$ cat config.mk
export PLATFORM = sky130hd
export DESIGN_NAME = irq_ctrl
export DESIGN_NICKNAME = d
export VERILOG_FILES = /design/src/rtl/irq_ctrl.sv
export SDC_FILE = /design/constraint.sdc
export NUM_CORES = 1
export LEC_CHECK = 0
export BUFFER_PORTS_ARGS = -buffer_cell sky130_fd_sc_hd__buf_4
export CAP_MARGIN = 20
export CELL_PAD_IN_SITES_DETAIL_PLACEMENT = 1
export CELL_PAD_IN_SITES_GLOBAL_PLACEMENT = 1
export CORE_UTILIZATION = 26
export DETAILED_ROUTE_END_ITERATION = 10
export PLACE_DENSITY_LB_ADDON = 0.1
export SYNTH_ARGS = -nofsm -noshare
export SYNTH_HDL_FRONTEND = slang
export SYNTH_SLANG_ARGS = --single-unit
export TNS_END_PERCENT = 10
$ cat constraint.sdc
create_clock -name clk -period 1.23 [get_ports clk]
set_clock_uncertainty 0.05 [all_clocks]
set_input_delay 0.369 -clock clk [delete_from_list [all_inputs] [get_ports clk]]
set_output_delay 0.369 -clock clk [all_outputs]
set_load 0.02 [all_outputs]
$ cat src/rtl/irq_ctrl.sv
// Interrupt controller: edge-detects request lines into a pending set, alerts the
// fetch stage with the highest-priority enabled request, and tracks it through service.
module irq_ctrl #(
    parameter int          NUM_IRQ    = 4,
    parameter logic [31:0] VEC_BASE   = 32'h0000_0100,
    parameter logic [31:0] VEC_STRIDE = 32'h0000_0010,
    localparam int         ID_W       = $clog2(NUM_IRQ)
) (
    input  logic               clk,
    input  logic               rst_n,
    input  logic [NUM_IRQ-1:0] irq_req,
    input  logic [NUM_IRQ-1:0] irq_en,
    input  logic               stall,
    input  logic               interrupt_mask,
    input  logic               interrupt,
    input  logic               pci_take,
    output logic               alert,
    output logic [ID_W-1:0]    irq_id,
    output logic [31:0]        irq_vector,
    output logic               pending
);

    typedef enum logic [1:0] {
        IDLE    = 2'd0,
        ALERT   = 2'd1,
        SERVICE = 2'd2
    } state_t;

    state_t             state_q, state_d;
    logic [NUM_IRQ-1:0] pend_q, pend_d;
    logic [NUM_IRQ-1:0] irq_q;
    logic [NUM_IRQ-1:0] rise;
    logic [NUM_IRQ-1:0] clr;
    logic               alert_d;
    logic [ID_W-1:0]    irq_id_d;
    logic [ID_W-1:0]    sel_id;
    logic               sel_valid;

    assign rise = irq_req & ~irq_q;

    // Set wins over clear so an edge arriving with the acknowledge is not lost.
    assign pend_d = (pend_q & ~clr) | rise;

    // Scan from the top so the lowest enabled index is the last one written.
    // NOTE: every output of a combinational block gets a default before any
    // branch; a path that leaves one unassigned infers a latch.
    always_comb begin
        sel_valid = 1'b0;
        sel_id    = '0;
        for (int i = NUM_IRQ - 1; i >= 0; i--) begin
            if (pend_q[i] && irq_en[i]) begin
                sel_valid = 1'b1;
                sel_id    = ID_W'(i);
            end
        end
    end

    always_comb begin
        state_d  = state_q;
        alert_d  = alert;
        irq_id_d = irq_id;
        clr      = '0;
        case (state_q)
            IDLE: begin
                alert_d = 1'b0;
                if (sel_valid && !stall && !interrupt_mask) begin
                    irq_id_d = sel_id;
                    alert_d  = 1'b1;
                    state_d  = ALERT;
                end
            end
            ALERT: begin
                // Committed: enables, stall and newer requests cannot retarget it.
                alert_d = 1'b1;
                if (interrupt) begin
                    clr     = NUM_IRQ'(1) << irq_id;
                    alert_d = 1'b0;
                    state_d = SERVICE;
                end
            end
            SERVICE: begin
                alert_d = 1'b0;
                if (pci_take) begin
                    state_d = IDLE;
                end
            end
            default: begin
                alert_d = 1'b0;
                state_d = IDLE;
            end
        endcase
    end

    // NOTE: sequential state uses non-blocking assignments so every register
    // samples pre-edge values regardless of statement order.
    always_ff @(posedge clk or negedge rst_n) begin
        if (!rst_n) begin
            state_q <= IDLE;
            pend_q  <= '0;
            irq_q   <= '0;
            alert   <= 1'b0;
            irq_id  <= '0;
        end else begin
            state_q <= state_d;
            pend_q  <= pend_d;
            irq_q   <= irq_req;
            alert   <= alert_d;
            irq_id  <= irq_id_d;
        end
    end

    assign irq_vector = VEC_BASE + VEC_STRIDE * 32'(irq_id);
    assign pending    = |(pend_q & irq_en);

endmodule
==> metrics.md <==
| Metric | Value |
|---|---|
| FMAX | 590 MHz |
| Violated checks | DRC, setup timing |
| Std cell rows | 19 |
| Antenna violations before repair | 0 |
| Sequential share of power | 40.6% |
| Clock power frac | 16.6% |
| Initial Util | 28.1% |
| Syn Inst Count | 80 |
| Worst path slowest cell | dfrtp_1 |
| R2r setup slk | -0.28 ns |
| Top-level I/O count | 50 |
| Clock sinks | 13 |
| Die area | 3260 sq um |
| RSZ-0062 raised after global routing | true |
| CTS tree | built |
| Switch share | 38.0% |
| Root Driver | clkbuf_4 |
| CP Launch Type | flip-flop |
| DPL Wire Length | 1140 um |
| Post-route ant nets | 0 |
| Worst Path Required | 0.81 ns |
| H-tree depth | 1 |
| Design area | 995 sq um |
| Die width | 57.1 um |
| First-pass GRT wire length | 2260 um |
| Via count | 547 |
| Kind of critical path | flip-flop to output pin |
| Type of the worst min-delay path | primary input to flip-flop |
| R2R Path End | irq_id[0]$_DFFE_PN0P_ |
| Synth Register Bits | 13 |
| PwrDens | 1590 nW/um^2 |
| Clock buffer count from CTS | 3 |
| Min Tclk post-route | 1.69 ns |
| Delay-heaviest family, CP | flip-flops |
| Most frequent cells in the layout | conb_1 (30), buf_4 (23), dfrtp_1 (11), buf_6 (7), inv_1 (5) |
| Diode count | 0 |
| DRT iter0 DRCs | 19 |
| DR DRC count | 14 |
| Slack of the critical path | -0.464 ns |
| Buffers on Ports | 19 |
| Clk buf depth | 2 |
| Hold Path Sink | irq_q[0]$_DFF_PN0_ |
| Pre-antenna DRT Iters | 7 |
| Worst Setup SP | pend_q[0]$_DFF_PN0_ |
| Slew Limit Fails | 0 |
| Synth area leaders | dfrtp_1 (41%), buf_4 (30%), o21ai_0 (3.2%) |
| Global placement routability congestion | 0.644 |
| Mapped Avg Cell Area | 9.87 sq um |
| VDD IR-drop max | 0.538 mV |
| Largest net degree at the start of global routing | 14 |
| Vias in the first global route | 511 |
| Hold_sp | irq_req[0] |
| Critical path cell sequence | a22o_1 -> or2_4 -> buf_6 |
| # Max-Cap Violations | 0 |
| Switching Power | 0.000599 W |
| Post-Route WL | 1400 um |
| Hold Crit Depth | 1 |
| Delay of the slowest cell on the worst path | 0.39 ns |
| Leak | 0.517 nW |
| Synth warnings | 0 |
| Crit Reg-Reg Startpoint | pend_q[0]$_DFF_PN0_ |
| Cell variety after synth | 19 |
| Final hold violation count | 0 |
| Final Cycle Share | 138% |
| Post-synthesis sequential area ratio | 41.2% |
| Critical Path End Type | output pin |
| Layout net count | 126 |
| Die Span Y | 57.1 um |
| Cell Int Power | 0.000978 W |
| GRT Util Overall | 9.67% |
| Core area | 2810 sq um |
| Critical-path maximum fanout | 2 |
| CTS clk-pin slew, worst paths | 0.08 ns |
| Commonest non-fill, non-tap cell in the layout | conb_1 |
| Total power draw | 0.00158 W |
| Cell taking the most area after synthesis | dfrtp_1 |
| Cell Area, Synth | 790 sq um |
| Bufs and invs on worst path | 1 |
| Remaining Overflow, GRT | 0 |
| Worst Reg-to-Reg Cells | 5 |
| Final setup viols | 8 |
| Layout overhead on the synthesized area | 26.0% |
| Worst EP arrival | 1.28 ns |
| Layout cells sized above 1 | 37.8% |
| Vias per cell | 3.85 |
| Worst-Skew Late Latency | 0.28 ns |
| Cell Area, Placed | 911 sq um |
| WL per Instance | 9.85 um |
| Comb pwr share | 42.8% |
| Run status | finished with violations |
| Post-synth top area share | 41.2% |
| TNS Setup | -1.38 ns |
[synthesized netlist by cell type, drive strengths merged]
| cell | instances |
|---|---|
| mux2 | 1 |
| o21ai | 7 |
| dfrtp | 13 |
| nand2 | 4 |
| a32oi | 1 |
| or2 | 1 |
| nand2b | 2 |
| o31ai | 2 |
| inv | 5 |
| and3b | 1 |
| nand3b | 1 |
| conb | 2 |
| buf | 32 |
| nand3 | 2 |
| a22o | 2 |
| nor4 | 1 |
| a21oi | 3 |
[worst reg2reg max path: stages, from the launching register on]
cell and delay (ns):
dfrtp_1 0.39, a22o_1 0.24, or2_4 0.24, buf_4 0.14
nand2_4 0.05, mux2_4 0.29
[registers in the layout, summed over array words and instances (netlist names)]
signal	cells
irq_id	2
irq_q	4
state_q	2
alert	1
pend_q	4
[how the worst max path moves through the flow]
| stage | end | slack, ns | cells after the start |
|---|---|---|---|
| 2_1_floorplan | irq_id[0]$_DFFE_PN0P_ | -0.18 | 4 |
| 3_5_place_dp | pending | -0.34 | 4 |
| 6_report | pending | -0.46 | 3 |
| 3_3_place_gp | pending | -0.34 | 4 |
| 5_1_grt | pending | -0.53 | 3 |
| 4_1_cts | pending | -0.49 | 3 |
[metal layers]
metal	global-route usage (%)	wire [um]
met5	0	0
met4	4.18	12
met3	4.76	119
met2	16.0	709
met1	10.5	557
[stage by stage]
stage               util, %  hold WS, ns  instances  setup WS (ns)
floorplan                 -       0.0234        108         -0.176
global placement       32.5        0.177        136         -0.337
detailed placement     32.5        0.178        136         -0.337
CTS                    35.1        0.129        142         -0.495
global route           35.5        0.127        142         -0.532
finish                 35.5        0.151        142         -0.464
[logic make-up after synthesis]
family          synth area share, %
compound gates                 11.6
buf+inv                        32.8
flops                          41.2
mux                            1.90
other cells                   0.951
simple gates                   11.6
[power groups by stage]
stage	sequential [W]	combinational, W	clock (W)
floorplan	0.000655	0.000394	0
global placement	0.000617	0.000599	0
detailed placement	0.000621	0.000605	0
CTS	0.000636	0.000670	0.000286
global route	0.000661	0.000729	0.000301
finish	0.000640	0.000675	0.000261
[final cells by class]
class | count | area [sq um]
fill | 352 | 1810
sequential | 13 | 328
multi-input combinational | 58 | 320
timing repair buffer | 31 | 262
tap | 31 | 38.8
clock buffer | 3 | 22.5
inverter | 5 | 18.8
clock inverter | 1 | 5.00
[what timing repair did]
item                       4_1_cts  5_1_grt
gates cloned                     0        0
gates resized for setup          9        3
setup endpoints to repair       10       13
hold buffers                     1        0
pin swaps                        3        5
hold endpoints to repair        13        0
setup buffers                    1        0
Power figures use the tool's default switching activity.
